--- config.mk ---
export PLATFORM = sky130hd
export DESIGN_NAME = prio_enc_pipe_flat
export DESIGN_NICKNAME = d
export VERILOG_FILES = /design/src/rtl/prio_enc_pipe_if.sv /design/src/rtl/prio_enc_pipe.sv /design/src/flat_wrapper.sv
export SDC_FILE = /design/constraint.sdc
export NUM_CORES = 1
export LEC_CHECK = 0
export CAP_MARGIN = 20
export CORE_UTILIZATION = 49
export CTS_BUF_LIST = sky130_fd_sc_hd__clkbuf_8
export CTS_CLUSTER_DIAMETER = 120
export DETAILED_ROUTE_END_ITERATION = 7
export PLACE_DENSITY = 0.87
export SLEW_MARGIN = 20
export SYNTH_ARGS = -nofsm -noshare
export SYNTH_HDL_FRONTEND = slang
export SYNTH_SLANG_ARGS = --single-unit
--- constraint.sdc ---
create_clock -name clk -period 3 [get_ports clk]
set_input_delay 0.3 -clock clk [delete_from_list [all_inputs] [get_ports clk]]
set_output_delay 0.3 -clock clk [all_outputs]
set_load 0.02 [all_outputs]
--- src/rtl/prio_enc_pipe_if.sv ---
// Bundle of the request and result handshake signals of prio_enc_pipe.
// The slave modport is the encoder. The master modport is whoever produces
// requests and consumes results.
//
// Handshake rules, for both sides:
//   - A transfer happens on a rising clk edge where valid and ready are both high.
//   - A producer holds its valid and data stable until the transfer happens.
//   - in_ready may depend combinationally on out_ready. This lets a full
//     stage refill in the same cycle it drains.
interface prio_enc_pipe_if #(
  parameter int N     = 8,
  parameter int IDX_W = 3
);
  logic [N-1:0]     req;
  logic             in_valid;
  logic             in_ready;
  logic [IDX_W-1:0] Y;
  logic [N-1:0]     grant;
  logic             valid;
  logic [IDX_W:0]   cnt;
  logic             out_valid;
  logic             out_ready;

  modport slave (
    input  req, in_valid, out_ready,
    output in_ready, Y, grant, valid, cnt, out_valid
  );

  modport master (
    output req, in_valid, out_ready,
    input  in_ready, Y, grant, valid, cnt, out_valid
  );
endinterface

--- src/rtl/prio_enc_pipe.sv ---
// One-stage pipelined priority encoder with a population count.
// Each accepted request vector produces one result:
//   - Y: the index of the winning request.
//   - grant: the one-hot form of Y.
//   - valid: high when any request bit was set.
//   - cnt: the number of set request bits.
// By default the priority is fixed, and the highest set index wins.
// Defining the macro PRIO_ENC_RR_EN switches to round-robin priority. In that
// mode the search starts at the register ptr and moves downward, wrapping around.
module prio_enc_pipe #(
  parameter int N     = 8,
  parameter int IDX_W = 3
) (
  input  logic             clk,
  input  logic             rst_n,
  prio_enc_pipe_if.slave   bus,
  output logic             dbg_state,
  output logic [IDX_W-1:0] dbg_ptr
);

  typedef enum logic {EMPTY = 1'b0, FULL = 1'b1} state_t;

  state_t           state;
  logic [IDX_W-1:0] y_q;
  logic [N-1:0]     grant_q;
  logic             valid_q;
  logic [IDX_W:0]   cnt_q;

  logic             in_hs;
  logic [IDX_W-1:0] ptr_cur;
  logic             found;
  logic [IDX_W-1:0] win;
  int               idx_i;
  logic [N-1:0]     grant_nxt;
  logic [IDX_W:0]   cnt_nxt;

  // A full stage can still accept a new vector when its result leaves this cycle.
  assign bus.in_ready = (state == EMPTY) || bus.out_ready;
  assign in_hs        = bus.in_valid && bus.in_ready;

  // Search from ptr_cur downward, wrapping from 0 to N-1; the first set bit wins.
  always_comb begin
    found = 1'b0;
    win   = '0;
    idx_i = 0;
    for (int k = 0; k < N; k++) begin
      idx_i = int'(ptr_cur) - k;
      if (idx_i < 0) idx_i = idx_i + N;
      if (!found && bus.req[idx_i]) begin
        found = 1'b1;
        win   = IDX_W'(idx_i);
      end
    end
  end

  // Count every set request bit, regardless of priority.
  always_comb begin
    cnt_nxt = '0;
    for (int i = 0; i < N; i++) begin
      cnt_nxt = cnt_nxt + (IDX_W+1)'(bus.req[i]);
    end
  end

  // Build the one-hot grant; it is all zeros when no request bit is set.
  always_comb begin
    grant_nxt = '0;
    if (found) grant_nxt = N'(1) << win;
  end

`ifdef PRIO_ENC_RR_EN
  logic [IDX_W-1:0] ptr_q;

  // After a win, ptr moves just below the winner so that bit has lowest priority next.
  always_ff @(posedge clk or negedge rst_n) begin
    if (!rst_n) begin
      ptr_q <= IDX_W'(N-1);
    end else if (in_hs && found) begin
      ptr_q <= (win == '0) ? IDX_W'(N-1) : win - IDX_W'(1);
    end
  end

  assign ptr_cur = ptr_q;
`else
  // Fixed priority is round-robin with the pointer held at the top bit.
  assign ptr_cur = IDX_W'(N-1);
`endif

  // Output stage FSM and result registers. Results only change on an accepted input.
  always_ff @(posedge clk or negedge rst_n) begin
    if (!rst_n) begin
      state   <= EMPTY;
      y_q     <= '0;
      grant_q <= '0;
      valid_q <= 1'b0;
      cnt_q   <= '0;
    end else begin
      if (in_hs) begin
        state   <= FULL;
        y_q     <= win;
        grant_q <= grant_nxt;
        valid_q <= found;
        cnt_q   <= cnt_nxt;
      end else if (state == FULL && bus.out_ready) begin
        state <= EMPTY;
      end
    end
  end

  assign bus.out_valid = (state == FULL);
  assign bus.Y         = y_q;
  assign bus.grant     = grant_q;
  assign bus.valid     = valid_q;
  assign bus.cnt       = cnt_q;

  assign dbg_state = state;
  assign dbg_ptr   = ptr_cur;

endmodule

--- src/flat_wrapper.sv ---
// flat-port wrapper written by rule: the top's interface ports become plain ports
module prio_enc_pipe_flat 
#(
  parameter int N     = 8,
  parameter int IDX_W = 3
)
  (clk, rst_n, dbg_state, dbg_ptr, bus_req, bus_in_valid, bus_out_ready, bus_in_ready, bus_Y, bus_grant, bus_valid, bus_cnt, bus_out_valid);
  prio_enc_pipe_if #(.N(N), .IDX_W(IDX_W)) bus_i ();
  input  logic clk;
  input  logic rst_n;
  output logic dbg_state;
  output logic [IDX_W-1:0] dbg_ptr;
  input wire logic [$bits(bus_i.req)-1:0] bus_req;
  input wire logic [$bits(bus_i.in_valid)-1:0] bus_in_valid;
  input wire logic [$bits(bus_i.out_ready)-1:0] bus_out_ready;
  output wire logic [$bits(bus_i.in_ready)-1:0] bus_in_ready;
  output wire logic [$bits(bus_i.Y)-1:0] bus_Y;
  output wire logic [$bits(bus_i.grant)-1:0] bus_grant;
  output wire logic [$bits(bus_i.valid)-1:0] bus_valid;
  output wire logic [$bits(bus_i.cnt)-1:0] bus_cnt;
  output wire logic [$bits(bus_i.out_valid)-1:0] bus_out_valid;
  assign bus_i.req = bus_req;
  assign bus_i.in_valid = bus_in_valid;
  assign bus_i.out_ready = bus_out_ready;
  assign bus_in_ready = bus_i.in_ready;
  assign bus_Y = bus_i.Y;
  assign bus_grant = bus_i.grant;
  assign bus_valid = bus_i.valid;
  assign bus_cnt = bus_i.cnt;
  assign bus_out_valid = bus_i.out_valid;
  prio_enc_pipe #(.N(N), .IDX_W(IDX_W)) u_core (.clk(clk), .rst_n(rst_n), .bus(bus_i), .dbg_state(dbg_state), .dbg_ptr(dbg_ptr));
endmodule
==> run summary, run 1 <==
Internal Pwr Total -> 0.471 mW
RSZ-0062 raised after global routing -> false
Crit path launch -> bus_req[1]
Total grt overflow -> 0
Required time worst endpoint -> 3.12 ns
Antenna diodes -> 0
Total global-route track usage -> 26.4%
Endpoints failing hold -> 0
P per Cell Area -> 520 nW/um^2
Placed cell areas -> 1290 sq um
Worst setup path end -> u_core.bus.cnt[1]
Synth Instances -> 96
TritonCTS Buffers -> 3
Routed WL -> 2340 microns
Ranking of synthesized cells by area -> dfrtp_1 45%, fa_1 8.5%, inv_1 5.2%
CTS root buffer -> clkbuf_8
DRT Pass-1 Iters -> 4
Postcts setup bufs -> 0
Die H -> 45.9 microns
Post-Syn Area -> 942 sq um
Area of the multi-input gates -> 430 sq um
Comb power frac -> 36.5%
Worst setup EP type -> register
Worst-path clk slew -> 0.07 ns
Worst Max-Slew Pin Slew -> 0.766 ns
Min-delay worst type -> in -> async
Synthesized flop and latch total -> 17
Leakage -> 0.590 nW
FF-to-FF setup slack -> 1.49 ns
Largest net degree at the start of global routing -> 18
Critical path class -> in -> reg
Rows -> 15
Via density -> 5.37
Initial core utilization -> 53.4%
Clock buffer depth -> 2
First-pass GRT wire length -> 3820 microns
Tot Pwr -> 0.697 mW
Post-synth top area share -> 45.2%
Num ports -> 34
RD Place Congestion -> 0.851
Clock share of power -> 23.9%
Fmax -> 353 MHz
Port Buffer Count -> 30
Skew final -> 0.00329 ns
Num Clock Sinks -> 17
Clock latency at the later pin of the worst-skew pair -> 0.25 ns
Seq pwr share -> 39.5%
Pre-CTS WS -> -0.264 ns
CP startpoint kind -> input port
Area Growth Syn to Fin -> 42.1%
Relative slew slack -> 48.8%
Yosys warning count -> 0
Synth area leader -> dfrtp_1
Layout fillers -> 128
Sw power -> 0.226 mW
CTS tree -> built
Die area -> 2100 sq um
Initial antenna violation count -> 0
Vias in the first global route -> 835
H-tree depth -> 1
Hpwl dp -> 1710 microns
Register area -> 425 sq um
Syn avg cell area -> 9.81 sq um
Fin. max-slew vios -> 0
Final Setup Violations -> 0
DR iter-0 viols -> 22
Setup WS post-layout -> 0.164 ns
CORE AREA -> 1760 sq um
Worst R2R End -> u_core.bus.grant[1]
Final worst path period share -> 94.5%
Cell area after layout -> 1340 sq um
Die X -> 45.9 microns
DRT antenna net count -> 0
Remaining DRCs -> 0
Register area share after synthesis -> 45.2%
Fraction of layout cells with a size suffix above 1 -> 15.2%
Status -> finished clean
Worst Reg-to-Reg Cells -> 5
Worst vdd ir -> 442 uV
Critical path arrival -> 2.96 ns
Crit path time final -> 2.84 ns
Nets -> 152
MaxCap Viol Count -> 0
WL/cell -> 14.9 microns
RR Startpoint -> u_core.bus.out_valid
Via count -> 843
Net Sw Frac -> 32.4%
CP Max Fanout -> 2
Yosys cell types -> 28
[metrics by stage]
step / hold slack, ns / TNS [ns] / std cells / util, %
2_1_floorplan: 0.00441 / 0 / 98 / -
3_3_place_gp: 0.481 / -0.355 / 153 / 73.2
3_5_place_dp: 0.483 / -0.578 / 153 / 73.2
4_1_cts: 0.498 / 0 / 157 / 75.9
5_1_grt: 0.528 / 0 / 157 / 75.9
6_report: 0.500 / 0 / 157 / 75.9
[routing by layer]
layer / vias to the layer above / GRT usage (%) / part of all wire [%]
met1: 400 / 33.2 / 42
li1: 400 / - / -
met5: - / 0 / 0
met3: 6 / 4.37 / 5.9
met4: 0 / 12.4 / 1.7
met2: 37 / 43.7 / 51
[worst max-delay path, stage by stage]
cell and delay (ns):
dlygate4sd2_1 0.22, inv_2 0.05, fa_1 0.57, fa_1 0.46
fa_1 0.49, inv_1 0.07, ha_2 0.17, inv_1 0.05
fa_2 0.51, o21ai_1 0.06
[final cells by class]
class / instances / area share, %
clock buffer: 3 / 3.08
inverter: 15 / 4.21
clock inverter: 1 / 0.374
timing repair buffer: 37 / 26.1
tap: 25 / 2.34
sequential: 17 / 31.8
multi-input combinational: 59 / 32.1
[power by group through the flow]
| stage | Sequential, mW | Clock, mW | Combinational (mW) |
|---|---|---|---|
| CTS | 0.276 | 0.169 | 0.253 |
| global placement | 0.278 | 0 | 0.239 |
| finish | 0.275 | 0.167 | 0.255 |
| global route | 0.279 | 0.178 | 0.279 |
| detailed placement | 0.280 | 0 | 0.248 |
| floorplan | 0.317 | 0 | 0.0945 |
[cells in the mapped netlist]
| cell type | number |
|---|---|
| dfrtp_1 | 17 |
| inv_1 | 13 |
| o21ai_1 | 9 |
| o21ai_0 | 8 |
| o31ai_1 | 6 |
| a21oi_1 | 4 |
| buf_4 | 4 |
| fa_1 | 4 |
| ha_1 | 3 |
| nor2_1 | 3 |
| nor2b_1 | 3 |
| a31oi_1 | 2 |
| clkbuf_1 | 2 |
| inv_2 | 2 |
| nand2_1 | 2 |
| nor4_1 | 2 |
| a22o_1 | 1 |
| a41oi_1 | 1 |
| buf_2 | 1 |
| conb_1 | 1 |
| mux2_2 | 1 |
| nand3_1 | 1 |
| nor3_1 | 1 |
| nor4_2 | 1 |
| o211ai_1 | 1 |
| o41ai_1 | 1 |
| or4_1 | 1 |
| xor2_1 | 1 |
[how the worst min path moves through the flow]
stage,startpoint,end,slack [ns],cells past startpoint
finish,rst_n,u_core.bus.grant[5],0.50,1
CTS,u_core.bus.grant[5],u_core.bus.grant[5],0.50,2
floorplan,rst_n,u_core.bus.Y[0],0.004,0
global route,u_core.bus.grant[4],u_core.bus.grant[4],0.53,2
global placement,u_core.bus.grant[4],u_core.bus.grant[4],0.48,2
detailed placement,u_core.bus.grant[5],u_core.bus.grant[5],0.48,2
[cell families (layout without fill, tap and decap cells)]
kind of cell    Yosys count  in the layout  share of synthesized area [%]
simple gates             14             14                           8.50
mux                       1              1                           1.20
flops                    17             17                           45.2
fa+ha+maj                 7              7                           12.5
buf+inv                  22             56                           10.5
compound gates           33             33                           20.9
xor+xnor                  1              1                          0.930
other cells               1              3                          0.398
[cell usage in the layout, fill, tap and decap left out, types with 2 or more instances in the layout]
master,count
nand2_1,2
buf_4,7
inv_2,5
nor2b_1,3
o21ai_0,8
o31ai_1,6
clkdlybuf4s50_1,27
fa_1,3
nor4_1,2
inv_1,10
ha_1,2
o21ai_1,9
dlygate4sd2_1,3
a31oi_1,2
dfrtp_1,17
clkbuf_8,3
nor2_1,3
a21oi_1,4
conb_1,3
[sequential cells by signal, summed over array words and instances (netlist names)]
register / flops
u_core.bus.cnt: 4
u_core.bus.out_valid: 1
u_core.bus.valid: 1
u_core.bus.Y: 3
u_core.bus.grant: 8
[what timing repair did]
action,CTS,global route
resized for setup,8,0
hold buffers,0,0
setup endpoints to repair,1,0
Power figures use the tool's default switching activity.
==> inputs of run 2 (changes only) <==
--- a/config.mk
+++ b/config.mk
@@ -6,11 +6,11 @@
 export NUM_CORES = 1
 export LEC_CHECK = 0
 export CAP_MARGIN = 20
-export CORE_UTILIZATION = 49
-export CTS_BUF_LIST = sky130_fd_sc_hd__clkbuf_8
+export CORE_UTILIZATION = 47
+export CTS_BUF_LIST = sky130_fd_sc_hd__clkbuf_4 sky130_fd_sc_hd__clkbuf_8 sky130_fd_sc_hd__clkbuf_16
 export CTS_CLUSTER_DIAMETER = 120
 export DETAILED_ROUTE_END_ITERATION = 7
-export PLACE_DENSITY = 0.87
+export PLACE_DENSITY = 0.93
 export SLEW_MARGIN = 20
 export SYNTH_ARGS = -nofsm -noshare
 export SYNTH_HDL_FRONTEND = slang
==> run 2 against run 1 <==
  * Design area fell by 1.5%
  * Worst hold slack got worse by 0.041 ns
  * Non-clock buffer count fell by 2
  * Combinational power fell by 2%
  * Count of clock-buffer cells in the layout rose by 1
  * Setup slack improved by 0.14 ns
  * Final cell count fell by 1.3%
  * Flip-flop and latch count did not move
  * Sequential share of layout area rose by 0.48 points
  * Global-route usage fell by 2.5 points
==> run summary, run 2 (same netlist as run 1, synthesis figures left out) <==
CTS root buffer -> clkbuf_4
RSZ-0062 raised after global routing -> false
Fraction of layout cells with a size suffix above 1 -> 12.3% (-2.8 points)
First-pass GRT wire length -> 3590 microns (-6.1%)
Clock latency at the later pin of the worst-skew pair -> 0.28 ns (+0.03 ns)
Worst Max-Slew Pin Slew -> 0.755 ns (-0.0110 ns)
Remaining DRCs -> 0 (unchanged)
Total grt overflow -> 0 (unchanged)
Largest register FFs -> 8 (unchanged)
Critical path class -> in -> reg
Crit path time final -> 2.69 ns (-0.144 ns)
Fin. max-slew vios -> 0 (unchanged)
P per Cell Area -> 492 nW/um^2 (-5.4%)
Commonest non-fill, non-tap cells in the layout -> 27 x clkdlybuf4s50_1, 17 x dfrtp_1, 12 x inv_1
Endpoints failing hold -> 0 (unchanged)
Nets -> 150 (-1.3%)
Placed insts -> 151 (-1.3%)
Via density -> 5.50 (+2.5%)
Relative slew slack -> 49.5% (+0.74 points)
Initial antenna violation count -> 0 (unchanged)
Largest net degree at the start of global routing -> 18 (unchanged)
DRT Pass-1 Iters -> 4 (unchanged)
Antenna diodes -> 0 (unchanged)
Area Growth Syn to Fin -> 40.0%
Final worst path period share -> 89.7% (-4.8 points)
Final Setup Violations -> 0 (unchanged)
Clock buffer depth -> 2 (unchanged)
Worst setup EP type -> register
Post-Layout Cell Count -> 155 (-1.3%)
Num Clock Sinks -> 17 (unchanged)
Via count -> 853 (+1.2%)
RD Place Congestion -> 0.893 (+4.9%)
Die H -> 46.8 microns (+2.0%)
Port Buffer Count -> 30 (unchanged)
Initial core utilization -> 52.3% (-1.1 points)
CP Max Fanout -> 2 (unchanged)
TritonCTS Buffers -> 3 (unchanged)
Fmax -> 371 MHz (+5.3%)
MaxCap Viol Count -> 0 (unchanged)
Skew final -> 0.00309 ns (-0.000208 ns)
Worst vdd ir -> 453 uV (+2.4%)
Vias in the first global route -> 811 (-2.9%)
Layout fillers -> 146 (+14%)
Final Util -> 73.2% (-2.7 points)
Die area -> 2190 sq um (+4.1%)
CP startpoint kind -> input port
Routed WL -> 2230 microns (-5.0%)
CORE AREA -> 1800 sq um (+2.1%)
Status -> finished clean
Die X -> 46.8 microns (+2.0%)
Num ports -> 34 (unchanged)
Required time worst endpoint -> 3.16 ns (+0.04 ns)
Min-delay worst type -> in -> async
Worst-path clk slew -> 0.09 ns (+0.02 ns)
Critical path arrival -> 2.85 ns (-0.11 ns)
# hold bufs at CTS -> 0 (unchanged)
WL/cell -> 14.4 microns (-3.8%)
Hpwl dp -> 1690 microns (-1.1%)
Most common cell after layout, fill and taps aside -> clkdlybuf4s50_1
Worst Reg-to-Reg Cells -> 5 (unchanged)
Rows -> 15 (unchanged)
DRT antenna net count -> 0 (unchanged)
Total global-route track usage -> 23.9% (-2.5 points)
Leakage -> 0.599 nW (+1.6%)
DR iter-0 viols -> 16 (-27%)
CTS tree -> built
H-tree depth -> 1 (unchanged)
FF-to-FF setup slack -> 1.49 ns (about the same)
-- run 2: report_power, final --
part	switching, mW	internal, mW	leakage [nW]
Sequential	0.0144	0.259	0.210
Clock	0.0657	0.0605	0.0184
Combinational	0.133	0.117	0.371
-- run 2: worst paths after layout --
| kind | start | end |
|---|---|---|
| worst max-delay path | bus_req[1] | u_core.bus.cnt[1] |
| worst min-delay path | rst_n | u_core.bus.grant[1] |
| worst max register to register | u_core.bus.out_valid | u_core.bus.grant[5] |
| worst min register to register | u_core.bus.cnt[1] | u_core.bus.cnt[1] |
| max in group asynchronous | rst_n | u_core.bus.cnt[0] |
| min in group clk | u_core.bus.cnt[1] | u_core.bus.cnt[1] |
-- run 2: repair_timing --
item / in CTS / in global routing
buffers inserted: 0 / 0
endpoints found under the setup margin: 0 / 2
gates resized for setup: 0 / 6
-- run 2: per-stage QoR --
stage	worst slack (ns)	setup TNS (ns)	hold WS [ns]	cell area, sq um	total power [mW]
floorplan	0.352	0	0.00441	950	0.411
global placement	-0.212	-0.434	0.476	1280	0.515
detailed placement	-0.273	-0.558	0.486	1280	0.524
CTS	0.0217	0	0.472	1310	0.653
global route	0.207	0	0.525	1320	0.691
finish	0.308	0	0.459	1320	0.649
-- run 2: layer usage --
metal	global-route usage [%]	vias up	share of wire, %
li1	-	400	-
met1	31.0	404	44
met2	36.9	41	46
met3	5.38	8	6.8
met4	13.7	0	3.1
met5	0	-	0
-- run 2: critical path, cell delays in order --
cell and delay, ns:
dlymetal6s2s_1 0.12, inv_1 0.07, fa_1 0.49, fa_1 0.52, fa_1 0.49, inv_1 0.07, ha_2 0.17, inv_1 0.05
fa_2 0.51, o21ai_1 0.06
-- run 2: final cells by class --
type	count	area (sq um)	share of cell area [%]
multi-input combinational	59	430	32.6
sequential	17	425	32.3
timing repair buffer	35	345	26.2
inverter	15	56.3	4.27
tap	25	31.3	2.37
clock buffer	4	30.0	2.28
==> inputs of run 3 (changes only) <==
--- a/config.mk
+++ b/config.mk
@@ -6,6 +6,7 @@
 export NUM_CORES = 1
 export LEC_CHECK = 0
 export CAP_MARGIN = 20
+export CORE_ASPECT_RATIO = 0.9
 export CORE_UTILIZATION = 47
 export CTS_BUF_LIST = sky130_fd_sc_hd__clkbuf_4 sky130_fd_sc_hd__clkbuf_8 sky130_fd_sc_hd__clkbuf_16
 export CTS_CLUSTER_DIAMETER = 120
==> run 3 against run 2 <==
  * Worst hold slack lost 0.015 ns
  * First-iteration DRC count grew 130%
  * Die area is essentially flat
  * Total power grew 1.3%
  * Register-to-register slack lost 0.04 ns
  * Setup slack lost 0.16 ns
  * Maximum frequency shrank 5.7%
  * Non-clock buffer count grew 1
  * Flip-flop and latch count is the same
  * Core utilization grew 1.1 points
  * Largest cell class unchanged
  * Largest power group unchanged
==> run summary, run 3 (same netlist as run 1, synthesis figures left out) <==
Initial antenna violation count -> 0 (unchanged)
Worst vdd ir -> 349 uV (-23%)
Post-Layout Cell Count -> 155 (unchanged)
Status -> finished clean
RSZ-0062 raised after global routing -> false
FF-to-FF setup slack -> 1.45 ns (-0.04 ns)
Endpoints failing hold -> 0 (unchanged)
Worst R2R End -> u_core.bus.grant[5]
Skew final -> 0.00600 ns (+0.00292 ns)
Hpwl dp -> 1760 microns (+4.0%)
Clock buffer depth -> 2 (unchanged)
CP Max Fanout -> 2 (unchanged)
Remaining DRCs -> 0 (unchanged)
Routed WL -> 2270 microns (+2.0%)
Port Buffer Count -> 30 (unchanged)
Num ports -> 34 (unchanged)
DRT antenna net count -> 0 (unchanged)
Min-delay worst type -> in -> async
Die H -> 44.5 microns (-4.9%)
Antenna diodes -> 0 (unchanged)
Fin Hold WS -> 0.444 ns (-0.0148 ns)
Worst-path clk slew -> 0.10 ns (about the same)
Area Growth Syn to Fin -> 39.4%
RD Place Congestion -> 0.860 (-3.7%)
WL/cell -> 14.6 microns (+2.0%)
Relative slew slack -> 51.2% (+1.7 points)
CORE AREA -> 1770 sq um (-1.8%)
DR iter-0 viols -> 36 (+20)
Most common cell after layout, fill and taps aside -> clkdlybuf4s50_1
Worst Max-Slew Pin Slew -> 0.730 ns (-0.0254 ns)
Via density -> 5.47 (-0.59%)
Cell area after layout -> 1310 sq um (-0.38%)
Layout fillers -> 123 (-16%)
Pre-CTS WS -> -0.304 ns (-0.0307 ns)
# hold bufs at CTS -> 0 (unchanged)
Critical path class -> in -> reg
Placed cell areas -> 1280 sq um (+0.49%)
Leakage -> 0.581 nW (-3.0%)
RR Startpoint -> u_core.bus.out_valid
Fraction of layout cells with a size suffix above 1 -> 12.2% (-0.094 points)
Critical path arrival -> 3.01 ns (+0.16 ns)
First-pass GRT wire length -> 3760 microns (+4.8%)
Die X -> 49.2 microns (+5.2%)
Tot Pwr -> 0.658 mW (+1.3%)
Rows -> 14 (-1)
DRT Pass-1 Iters -> 4 (unchanged)
Num Clock Sinks -> 17 (unchanged)
Clock latency at the later pin of the worst-skew pair -> 0.28 ns (about the same)
MaxCap Viol Count -> 0 (unchanged)
Register area -> 425 sq um (unchanged)
Area of the multi-input gates -> 430 sq um (unchanged)
Vias in the first global route -> 771 (-4.9%)
Setup WS post-layout -> 0.147 ns (-0.161 ns)
Nets -> 151 (+0.67%)
Final Setup Violations -> 0 (unchanged)
Total grt overflow -> 0 (unchanged)
Crit path time final -> 2.85 ns (+0.161 ns)
Initial core utilization -> 53.3% (+0.96 points)
Via count -> 848 (-0.59%)
CTS tree -> built
Fmax -> 350 MHz (-5.7%)
Commonest non-fill, non-tap cells in the layout -> 27 x clkdlybuf4s50_1, 17 x dfrtp_1, 13 x inv_1
Die area -> 2190 sq um (about the same)
Largest net degree at the start of global routing -> 18 (unchanged)
Required time worst endpoint -> 3.16 ns (about the same)
TritonCTS Buffers -> 3 (unchanged)
P per Cell Area -> 501 nW/um^2 (+1.7%)
Total global-route track usage -> 23.4% (-0.55 points)
CTS root buffer -> clkbuf_4
CP startpoint kind -> input port
Fin. max-slew vios -> 0 (unchanged)
Final worst path period share -> 95.1% (+5.4 points)
Worst setup EP type -> register
H-tree depth -> 1 (unchanged)
Largest register FFs -> 8 (unchanged)
Worst Reg-to-Reg Cells -> 5 (unchanged)
Placed insts -> 151 (unchanged)
run 3: changes by cell type in the layout (fill, tap and decap cells not counted), sizes merged:
cell / delta
dlygate4sd2: +3
dlymetal6s2s: -3
buf: +1
run 3: final cells by class:
cell class                      count  area share [%]
Sequential cell                    17            32.4
Timing Repair Buffer               36            26.0
Clock buffer                        4            2.29
Inverter                           15            4.29
Multi-Input combinational cell     59            32.8
Tap cell                           24            2.29
run 3: how the worst max path moves through the flow:
| stage | slack [ns] | to | from | cells past startpoint |
|---|---|---|---|---|
| 2_1_floorplan | 0.35 | u_core.bus.cnt[2] | bus_req[0] | 10 |
| 3_3_place_gp | -0.18 | u_core.bus.cnt[2] | bus_req[0] | 11 |
| 3_5_place_dp | -0.30 | u_core.bus.cnt[2] | bus_req[0] | 11 |
| 4_1_cts | 0.15 | u_core.bus.cnt[1] | bus_req[3] | 10 |
| 5_1_grt | 0.06 | u_core.bus.cnt[1] | bus_req[3] | 10 |
| 6_report | 0.15 | u_core.bus.cnt[1] | bus_req[3] | 10 |
run 3: worst max-delay path: stages:
cell,delay [ns]
dlygate4sd2_1,0.24
inv_1,0.07
fa_1,0.56
fa_1,0.45
fa_1,0.49
inv_1,0.08
ha_2,0.18
inv_1,0.05
fa_2,0.51
o21ai_1,0.07
run 3: what timing repair did:
item | 4_1_cts | 5_1_grt
endpoints found under the setup margin | 1 | 0
setup buffers | 0 | 0
gates resized for setup | 5 | 0
run 3: power breakdown:
part,internal (mW),total [mW],switching (mW)
sequential,0.259,0.275,0.0157
clock,0.0605,0.130,0.0695
combinational,0.118,0.253,0.135
run 3: layer usage:
layer	vias up	track usage, %	share of wire, %
li1	398	-	-
met1	414	29.9	45
met2	34	41.1	49
met3	2	4.47	5.1
met4	0	5.88	0.57
met5	-	0	0
run 3: stage by stage:
step           util (%)  setup TNS (ns)
4_1_cts            74.3               0
6_report           74.3               0
3_3_place_gp       72.5          -0.341
3_5_place_dp       72.5          -0.718
2_1_floorplan         -               0
5_1_grt            74.3               0
